## src/rtl/serial_subtractor.sv

```systemverilog
// Bit-serial unsigned subtractor: one bit pair per clock, LSB first.
// A three-state controller (IDLE/RUN/DONE) captures operands on start,
// ripples the borrow through WIDTH RUN cycles and then pulses done for one
// cycle. The result is assembled by shifting each difference bit into diff
// from the MSB end, so diff is only meaningful once done is seen.
module serial_subtractor #(
  parameter int WIDTH = 8
) (
  input  logic             clk,
  input  logic             rst,
  input  logic             start,
  input  logic [WIDTH-1:0] a,
  input  logic [WIDTH-1:0] b,
  output logic             busy,
  output logic             done,
  output logic [WIDTH-1:0] diff,
  output logic             borrow,
  output logic             bit_diff,
  output logic             bit_valid
);

  // Wide enough to hold WIDTH itself, so the count cannot wrap mid-operation.
  localparam int CNT_W = $clog2(WIDTH + 1);
  localparam logic [CNT_W-1:0] LAST_BIT = CNT_W'(WIDTH - 1);

  typedef enum logic [1:0] {
    IDLE = 2'd0,
    RUN  = 2'd1,
    DONE = 2'd2
  } state_t;

  state_t           state;
  logic [WIDTH-1:0] a_sr;
  logic [WIDTH-1:0] b_sr;
  logic             bin;
  logic [CNT_W-1:0] cnt;
  logic             d_bit;
  logic             b_out;

  // Full-subtractor difference bit.
  function automatic logic sub_diff(input logic ai, input logic bi, input logic bi_n);
    return ai ^ bi ^ bi_n;
  endfunction

  // Full-subtractor borrow-out.
  function automatic logic sub_borrow(input logic ai, input logic bi, input logic bi_n);
    return (~ai & bi) | (~(ai ^ bi) & bi_n);
  endfunction

  // Current bit pair from the operand LSBs and the stored borrow.
  always_comb begin
    d_bit = sub_diff(a_sr[0], b_sr[0], bin);
    b_out = sub_borrow(a_sr[0], b_sr[0], bin);
  end

  assign busy      = (state == RUN);
  assign done      = (state == DONE);
  assign bit_valid = (state == RUN);
  assign bit_diff  = (state == RUN) & d_bit;

  // Controller and serial datapath; reset clears every register.
  always_ff @(posedge clk) begin
    if (rst) begin
      state  <= IDLE;
      a_sr   <= '0;
      b_sr   <= '0;
      bin    <= 1'b0;
      cnt    <= '0;
      diff   <= '0;
      borrow <= 1'b0;
    end else begin
      case (state)
        IDLE: begin
          if (start) begin
            a_sr  <= a;
            b_sr  <= b;
            bin   <= 1'b0;
            cnt   <= '0;
            state <= RUN;
          end
        end
        RUN: begin
          diff   <= {d_bit, diff[WIDTH-1:1]};
          a_sr   <= a_sr >> 1;
          b_sr   <= b_sr >> 1;
          bin    <= b_out;
          borrow <= b_out;
          cnt    <= cnt + CNT_W'(1);
          if (cnt == LAST_BIT) begin
            state <= DONE;
          end
        end
        DONE: begin
          state <= IDLE;
        end
        default: begin
          state <= IDLE;
        end
      endcase
    end
  end

endmodule

```

## config.mk

```make
export PLATFORM = sky130hd
export DESIGN_NAME = serial_subtractor
export DESIGN_NICKNAME = d
export VERILOG_FILES = /design/src/rtl/serial_subtractor.sv
export SDC_FILE = /design/constraint.sdc
export NUM_CORES = 1
export LEC_CHECK = 0
export ABC_AREA = 1
export CAP_MARGIN = 25
export CORE_AREA = 2 2 64 66
export DETAILED_ROUTE_END_ITERATION = 6
export DIE_AREA = 0 0 66 68
export PLACE_DENSITY = 0.66
export SLEW_MARGIN = 20
export SYNTH_ARGS = -nofsm -noshare
export SYNTH_HDL_FRONTEND = slang
export SYNTH_SLANG_ARGS = --single-unit
```

## constraint.sdc

```tcl
create_clock -name clk -period 1.29 [get_ports clk]
set_input_delay 0.258 -clock clk [delete_from_list [all_inputs] [get_ports clk]]
set_output_delay 0.258 -clock clk [all_outputs]
set_load 0.05 [all_outputs]
```

==> results.yml <==
power_and_ir_drop:
  netSwitchingFraction_pct: 28.7
  powerDensity_nw_per_um2: 1260
  combPwrFrac_pct: 25.5
  peakVddDrop_v: 0.000667
  p_leak_nw: 0.957
  p_clk_share_pct: 34.0
  p_switching_uw: 791
  internal_power_mw: 1.97
  seqPwrFrac_pct: 40.5
detailed_routing:
  viasPerCell: 4.56
  vias: 1391
  ant_nets: 0
  firstDrtPassIters: 4
  routed_wl_um: 3330
  wire_per_inst_um: 10.9
  first_iter_violations: 92
  drc: 0
sta:
  final_max_slew_viol_count: 0
  layout_min_cycle_time_ns: 1.73
  tightest_slew_ns: 0.238
  finalHoldViolCount: 0
  rsz0062_at_grt: "yes"
  tns_ns: -0.545
  fin_crit_sh_pct: 134
  fin_worst_skew_ns: 0.00848
  worst_slack_ns: -0.437
  max_slew_margin_pct: 84.1
  max_freq_ghz: 0.579
  setup_viol: 3
logic_synthesis:
  synth_cell_type_count: 20
  synth_seq_cells: 32
  syn_area_per_cell_um2: 6.92
  ys.warnings.count: 0
  syn_inst: 209
  ys_seq_area_share_pct: 44.3
  syn_area_um2: 1450
  synth_nets: 230
finish:
  layout.nets: 275
  drive_gt1_share_pct: 22.7
  diodes: 0
  final_cell_mix: "55 x nand2_1, 39 x nor2_1, 27 x dfxtp_1"
  n_fill_cell: 370
  design_area_um2: 2190
  final_common_cell: "nand2_1"
  area_growth_pct: 51.2
  postLayoutCoreUtil_pct: 56.7
floorplanning:
  coreArea_um2: 3860
  start_util_pct: 37.5
  die_h_um: 68
  die_x_um: 66
  dieArea_um2: 4490
  ioPinCount: 32
  rows: 23
clock_network:
  cts_buffer_depth: 2
  cts_tree: "built"
  clk_latency_ns: 0.29
  cts_sinks: 32
  cts_root_buf: "clkbuf_8"
  cts.htree.levels: 2
  path_clk_slew_ns: 0.07
  cts_made_buffers: 5
setup_path:
  crit_required_ns: 1.03
  critPathCaptureType: "output port"
  path_class: "flip-flop to output port"
  start_kind: "flip-flop"
  critPathArrivalTime_ns: 1.47
  crit_fanout: 2
  reg2reg_depth: 4
flow_run:
  maxCapViolCount: 0
place:
  gp_congestion: 0.746
  dpl_cell_area_um2: 2020
  post-dp-hpwl_um: 2410
  io_buffers: 31
global_route:
  overflow: 0
  first_global_vias: 1348
  grt_first_pass_wirelength_um: 5980
  grt_usage_pct: 17.8
  grt_max_degree: 16
  antenna_found_initial: 0
worst_hold_path:
  hold_depth: 2
  hp-class: "flip-flop to flip-flop"
status:
  outcome: "complete, but fails checks"
  violations: "setup timing"
-- worst max-delay path: stages, from the launching register on --
cell        delay [ns]
dfxtp_2           0.32
inv_2             0.04
fa_1              0.46
nand2_2           0.11
clkinvlp_4        0.10
buf_12            0.15
-- what timing repair did --
action / CTS / global route
buffers inserted: 2 / 2
gates resized for setup: 8 / 7
hold buffers: 0 / 0
endpoints found under the hold margin: 0 / 0
pin swaps: 1 / 3
endpoints found under the setup margin: 4 / 8
-- power by group through the flow --
stage / combinational, mW / clock (mW) / sequential, mW
finish: 0.703 / 0.938 / 1.12
global route: 0.767 / 1.01 / 1.13
CTS: 0.695 / 0.964 / 1.12
detailed placement: 0.677 / 0 / 1.14
global placement: 0.665 / 0 / 1.14
floorplan: 0.288 / 0 / 1.21
-- per-stage QoR --
stage / hold WS, ns / worst slack, ns / total power, mW / instances
CTS: 0.457 / -0.453 / 2.78 / 303
floorplan: 0.337 / -0.0907 / 1.50 / 209
finish: 0.452 / -0.437 / 2.76 / 305
detailed placement: 0.446 / -0.164 / 1.82 / 293
global route: 0.487 / -0.504 / 2.90 / 305
global placement: 0.438 / -0.125 / 1.81 / 293
-- state kept, by name (all words and copies together) (netlist names) --
name    cells
diff        8
cnt         4
state       2
a_sr        8
bin         1
b_sr        8
borrow      1
-- cells by family (layout without fill, tap and decap cells) --
kind of cell               after synthesis  in the layout  share of synthesized area [%]
and+or+nand+nor                        129            129                           38.0
DFF                                     32             32                           44.3
buffers and inverters                   28             74                           9.26
AOI/OAI and AO/OA                       18             18                           6.23
adders and majority gates                2              2                           2.25
-- cells in the mapped netlist --
cell | count | area, µm²
nand2_1 | 56 | 210
nor2_1 | 40 | 150
dfxtp_1 | 32 | 641
nand3_1 | 25 | 125
inv_1 | 16 | 60.1
o21ai_0 | 13 | 65.1
a21oi_1 | 5 | 25.0
buf_4 | 5 | 37.5
clkbuf_1 | 3 | 11.3
buf_2 | 2 | 10.0
nand2_4 | 2 | 22.5
nor2_2 | 2 | 12.5
buf_6 | 1 | 11.3
fa_1 | 1 | 20.0
ha_1 | 1 | 12.5
inv_2 | 1 | 3.75
nand2_2 | 1 | 6.26
nor2_4 | 1 | 11.3
nor3_1 | 1 | 5.00
or2_2 | 1 | 6.26
-- worst paths after layout --
kind                              start       end  slack [ns]
worst max register to register  a_sr[0]   diff[7]        0.04
worst max-delay path            b_sr[0]  bit_diff       -0.44
worst min register to register  a_sr[4]   a_sr[3]        0.45
worst min-delay path            a_sr[4]   a_sr[3]        0.45
-- layer usage --
layer	vias up	track usage (%)	part of all wire [%]
met5	-	0	0
met4	0	6.12	1.5
met3	7	5.43	5.5
met2	36	31.8	49
met1	607	20.4	44
li1	741	-	-
-- area by class of cell --
| cell class | count | area, µm² | share of cell area [%] |
|---|---|---|---|
| Clock inverter | 2 | 35.0 | 1.60 |
| Clock buffer | 6 | 72.6 | 3.32 |
| Sequential cell | 32 | 649 | 29.7 |
| Tap cell | 50 | 62.6 | 2.86 |
| Timing Repair Buffer | 49 | 607 | 27.7 |
| Inverter | 17 | 70.1 | 3.20 |
| Multi-Input combinational cell | 149 | 691 | 31.6 |
Power figures use the tool's default switching activity.
